===== config.mk =====
export PLATFORM = sky130hd
export DESIGN_NAME = neuron_argmax
export DESIGN_NICKNAME = d
export VERILOG_FILES = /design/src/rtl/neuron_argmax.sv
export SDC_FILE = /design/constraint.sdc
export NUM_CORES = 1
export LEC_CHECK = 0
export BUFFER_PORTS_ARGS = -buffer_cell sky130_fd_sc_hd__buf_2
export CAP_MARGIN = 5
export CORE_ASPECT_RATIO = 0.9
export CORE_MARGIN = 2
export CORE_UTILIZATION = 35
export DETAILED_ROUTE_END_ITERATION = 8
export GPL_ROUTABILITY_DRIVEN = 0
export GPL_TIMING_DRIVEN = 0
export PLACE_DENSITY_LB_ADDON = 0.05
export SETUP_SLACK_MARGIN = 0.5
export SYNTH_ARGS = -nofsm -noshare
export SYNTH_HDL_FRONTEND = slang
export SYNTH_SLANG_ARGS = --single-unit

===== constraint.sdc =====
create_clock -name clk -period 13 [get_ports clk]
set_clock_uncertainty 0.2 [all_clocks]
set_input_delay 3.9 -clock clk [delete_from_list [all_inputs] [get_ports clk]]
set_output_delay 3.9 -clock clk [all_outputs]
set_load 0.005 [all_outputs]

===== src/rtl/neuron_argmax.sv =====
// neuron_argmax: final classification stage of the inference datapath.
// After Start, waits SETTLE_CYCLES for the dot products to settle, snapshots
// all NEURONS values at once, then scans them one per cycle and reports the
// index and value of the largest signed entry with a one-cycle Done pulse.
// Ties keep the lowest index because only a strictly greater value wins.
module neuron_argmax #(
  parameter int NEURONS       = 10,
  parameter int VAL_SIZE      = 26,
  parameter int IDX_SIZE      = 4,
  parameter int SETTLE_CYCLES = 40
) (
  input  logic                        clk,
  input  logic                        GlobalReset,
  input  logic                        Start,
  input  logic [NEURONS*VAL_SIZE-1:0] Values,
  output logic                        Busy,
  output logic                        Done,
  output logic [IDX_SIZE-1:0]         ClassIdx,
  output logic [VAL_SIZE-1:0]         MaxValue
);

  localparam int                 CNT_W    = (SETTLE_CYCLES > 1) ? $clog2(SETTLE_CYCLES) : 1;
  localparam logic [CNT_W-1:0]    CNT_LAST = CNT_W'(SETTLE_CYCLES - 1);
  localparam logic [IDX_SIZE-1:0] PTR_LAST = IDX_SIZE'(NEURONS - 1);

  typedef enum logic [2:0] {
    S_IDLE,
    S_WAIT,
    S_CAPTURE,
    S_COMPARE,
    S_DONE
  } state_t;

  state_t              state;
  logic [CNT_W-1:0]    cnt;
  logic [IDX_SIZE-1:0] ptr;
  logic [IDX_SIZE-1:0] best_idx;
  logic [VAL_SIZE-1:0] best_val;
  logic [VAL_SIZE-1:0] snap [NEURONS];

  logic [VAL_SIZE-1:0] cand_val;
  logic [IDX_SIZE-1:0] next_idx;
  logic [VAL_SIZE-1:0] next_val;

  // Running best after considering the snapshot entry under the scan pointer.
  always_comb begin
    // NOTE: every output gets a default first so no path leaves it unassigned (no latch).
    cand_val = snap[ptr];
    next_idx = best_idx;
    next_val = best_val;
    if ($signed(cand_val) > $signed(best_val)) begin
      next_idx = ptr;
      next_val = cand_val;
    end
  end

  // Control FSM, snapshot capture, sequential scan and registered result outputs.
  always_ff @(posedge clk or posedge GlobalReset) begin
    if (GlobalReset) begin
      state    <= S_IDLE;
      cnt      <= '0;
      ptr      <= '0;
      best_idx <= '0;
      best_val <= '0;
      Busy     <= 1'b0;
      Done     <= 1'b0;
      ClassIdx <= '0;
      MaxValue <= '0;
      // NOTE: the snapshot is a handful of flops, not a RAM, so it takes the reset like any other state.
      for (int n = 0; n < NEURONS; n++) snap[n] <= '0;
    end else begin
      // NOTE: non-blocking assignments throughout so every register samples pre-edge values.
      Done <= 1'b0;
      case (state)
        S_IDLE: begin
          if (Start) begin
            state <= S_WAIT;
            cnt   <= '0;
            Busy  <= 1'b1;
          end
        end
        S_WAIT: begin
          cnt <= cnt + 1'b1;
          if (cnt == CNT_LAST) state <= S_CAPTURE;
        end
        S_CAPTURE: begin
          for (int n = 0; n < NEURONS; n++) snap[n] <= Values[n*VAL_SIZE +: VAL_SIZE];
          best_val <= Values[VAL_SIZE-1:0];
          best_idx <= '0;
          ptr      <= IDX_SIZE'(1);
          if (NEURONS > 1) begin
            state <= S_COMPARE;
          end else begin
            // Single neuron: it wins outright, straight from the input.
            state    <= S_DONE;
            Done     <= 1'b1;
            ClassIdx <= '0;
            MaxValue <= Values[VAL_SIZE-1:0];
          end
        end
        S_COMPARE: begin
          best_val <= next_val;
          best_idx <= next_idx;
          ptr      <= ptr + 1'b1;
          if (ptr == PTR_LAST) begin
            state    <= S_DONE;
            Done     <= 1'b1;
            ClassIdx <= next_idx;
            MaxValue <= next_val;
          end
        end
        S_DONE: begin
          state <= S_IDLE;
          Busy  <= 1'b0;
        end
        default: begin
          state <= S_IDLE;
          Busy  <= 1'b0;
        end
      endcase
    end
  end

endmodule


==> run metrics <==
Total Power=4.08 mW; Starting Density=35.6%; Clk Latency, worst-skew pair=0.56 ns; hold slack final=0.278 ns; Nets=1,841; upper clock frequency limit=0.179 GHz; Post-Synth XOR/XNOR Area=0%; H-tree lvl count=2; Seq cells post-synth=335; Worst Path Arrival=5.82 ns; Setup crit start=ptr[1]$_DFFE_PP0N_; YS warnings=0; setup TNS=0 ns; WP buf/inv=3; Root Buffer Master=clkbuf_16; period utilization=42.9%; post-synth net total=around 1,500; initial antenna violation count=22; Yosys top cell by area=dfrtp_1; DRT iter0 DRCs=between 500 and 600; r2r endpoint=MaxValue[9]$_DFFE_PP0P_; CTS Sinks=335; Final Max Tran Viols=0; area fraction of the dominant cell type after synthesis=53.1%; fill count=4,255; pwr dens=210 nW/µm²; CP Cell Sequence=clkbuf_1, clkbuf_1, mux4_2, mux2i_1, o22ai_1, ha_1, a21oi_1, o21ai_0, a2111oi_0, o2111ai_2, mux2_4, clkbuf_1, nor2_1, o21ai_1; I/O Pins=slightly below 300; Final Critical Period=about 5.6 ns; largest net degree at the start of global routing=41; min-delay src=MaxValue[20]$_DFFE_PP0P_; most used cell, CP=clkbuf_1; vias in the first global route=11,900; top_reg_cell synth=dfrtp_1; Hold EP=MaxValue[20]$_DFFE_PP0P_; slowest stage delay, CP=0.80 ns; Compound-Gate Fraction of Synth Area=under 10%; DRT Pass-1 Iters=4; Post-CTS Setup Bufs=0; Crit Path Max Fanout=10; grt total ovfl=0; Post-Route M1 WL=23.2 mm; multiplexer area fraction after synthesis=29.6%; EDFF count, synth=0; clock slew at reported path FFs=0.06 ns; simple-gate portion of the synthesized area=around 5.5%; largest cells by area after synthesis=dfrtp_1 53%, mux2_2 19%, mux4_2 7.4%; delay-heaviest family, CP=compound AO/OA/AOI/OAI gates; outcome=completed; post_cts resized=0; TritonCTS Buffers=39; residual DRC count=0; hpwl dp=about 40 mm; Final ANT Viol Nets=0; Row Count=73; core area=44,300 µm²; Overall Global Routing Usage=22.1%; CP endpoint kind=flop; synthesized area=15,800 µm²; Leakage Power=9.58 nW; cell with the most instances after synthesis=dfrtp_1; Synth cell types=43; DR vias=11,200; Syn Inst Count=around 1,200; Die H=205 µm; Final Setup Violations=0; Synth Area in Adders=2.30%; max-cap violations=0; R2R cell count=14; Max stage delay cell, worst path=a2111oi_0; Routed wire per std cell=23.3 µm; Hold Fails Final Rpt=0; critical path class=flop to flop; first-pass GRT wire length=76.3 mm; hold_buf cts=0; DR WL met3=2.88 mm; dpl cell area=around 18,000 µm²; worst relative slew slack=31.2%; Hold Path Class=flop to flop; DR top layer=met5; cell count along the critical path=14; sequential share of the synthesized area=around 53%; Synth-to-Final Area Change=23.4%; RSZ-0062 raised after global routing=false; worst slew pin tran=1.03 ns; CTS tree=built; die area=about 47,000 µm²; Post-synth ARST share=100%; worst reg2reg path startpoint=ptr[1]$_DFFE_PP0N_; DR WL met2=~24 mm; Req. time, crit path=13.24 ns; Worst R2R Setup Slack=7.42 ns; post-route cell area=19,500 µm²; hold path cells=2; most common library cells after synthesis=335 x dfrtp_1, 260 x mux2_2, 67 x nand3_1; final WL=51.0 mm; layout cell share with drive strength beyond 1=45.0%; Vias/cell=5.14; Horiz. Die Dim=between 200 and 250 µm; Synth Area per Inst=between 10 and 15 µm²; Port Buf Inserts=slightly below 300; CTS max path bufs=3; CP Launch Type=flop; Max IR drop VDD=0.102 mV; main combinational cell family by area after synthesis=multiplexers
## metal layers
metal,track usage (%),vias to the layer above
met5,0,-
met4,6.23,22
met3,5.24,81
met2,35.3,274
met1,30.1,5739
li1,-,5126
## cells by family (layout without fill, tap and decap cells)
group,after synthesis,in the layout
compound gates,155,155
fa+ha+maj,29,29
buf+inv,127,497
flops,335,335
mux,367,367
other cells,0,11
simple gates,192,192
## registers in the layout, summed over array words and instances (netlist names)
name      count
snap        260
MaxValue     26
best_val     26
cnt           6
ClassIdx      4
best_idx      4
ptr           4
state         3
Busy          1
Done          1
## worst max path at each step
stage	end	slack, ns
6_report	MaxValue[9]$_DFFE_PP0P_	7.42
5_1_grt	MaxValue[12]$_DFFE_PP0P_	7.14
4_1_cts	best_idx[2]$_DFFE_PP0N_	7.39
3_5_place_dp	MaxValue[5]$_DFFE_PP0P_	7.28
3_3_place_gp	MaxValue[5]$_DFFE_PP0P_	1.96
2_1_floorplan	Busy$_DFFE_PP0P_	4.42
## cells in the final DEF, fill, tap and decap left out, types with 26 or more instances in the layout
| master | count |
|---|---|
| buf_2 | 320 |
| clkbuf_1 | 58 |
| clkbuf_16 | 40 |
| dfrtp_1 | 335 |
| ha_1 | 29 |
| inv_1 | 42 |
| mux2_2 | 260 |
| mux2i_1 | 53 |
| mux4_2 | 52 |
| nand2_1 | 51 |
| nand3_1 | 67 |
| nor2_1 | 49 |
| o21ai_0 | 31 |
| o21ai_1 | 33 |
| o22ai_1 | 26 |
## report_power, final
part,switching (mW),internal [mW]
Combinational,0.792,0.689
Sequential,0.177,1.33
Clock,0.453,0.644
Total,1.42,2.66
## area by class of cell
class	count	area [µm²]	area share, %
Timing Repair Buffer	303	1650	8.48
Clock inverter	11	123	0.630
Multi-Input combinational cell	743	6860	35.2
Inverter	43	165	0.848
Buffer	84	378	1.94
Sequential cell	335	8380	43.1
Tap cell	600	751	3.86
Antenna cell	11	27.5	0.141
Clock buffer	56	1130	5.81
## stage by stage
| step | setup slack (ns) | util, % | instances |
|---|---|---|---|
| 2_1_floorplan | 4.42 | - | 1205 |
| 3_3_place_gp | 1.96 | 40.6 | 2099 |
| 3_5_place_dp | 7.28 | 41.1 | 2108 |
| 4_1_cts | 7.39 | 43.9 | 2175 |
| 5_1_grt | 7.14 | 43.9 | 2180 |
| 6_report | 7.42 | 43.9 | 2186 |
## tightest hold or removal path, stage by stage, from the launching register on
cell and delay (ns):
dfrtp_1 0.34, nand2_1 0.04, o21ai_0 0.06
(Power assumes the default switching activity.)
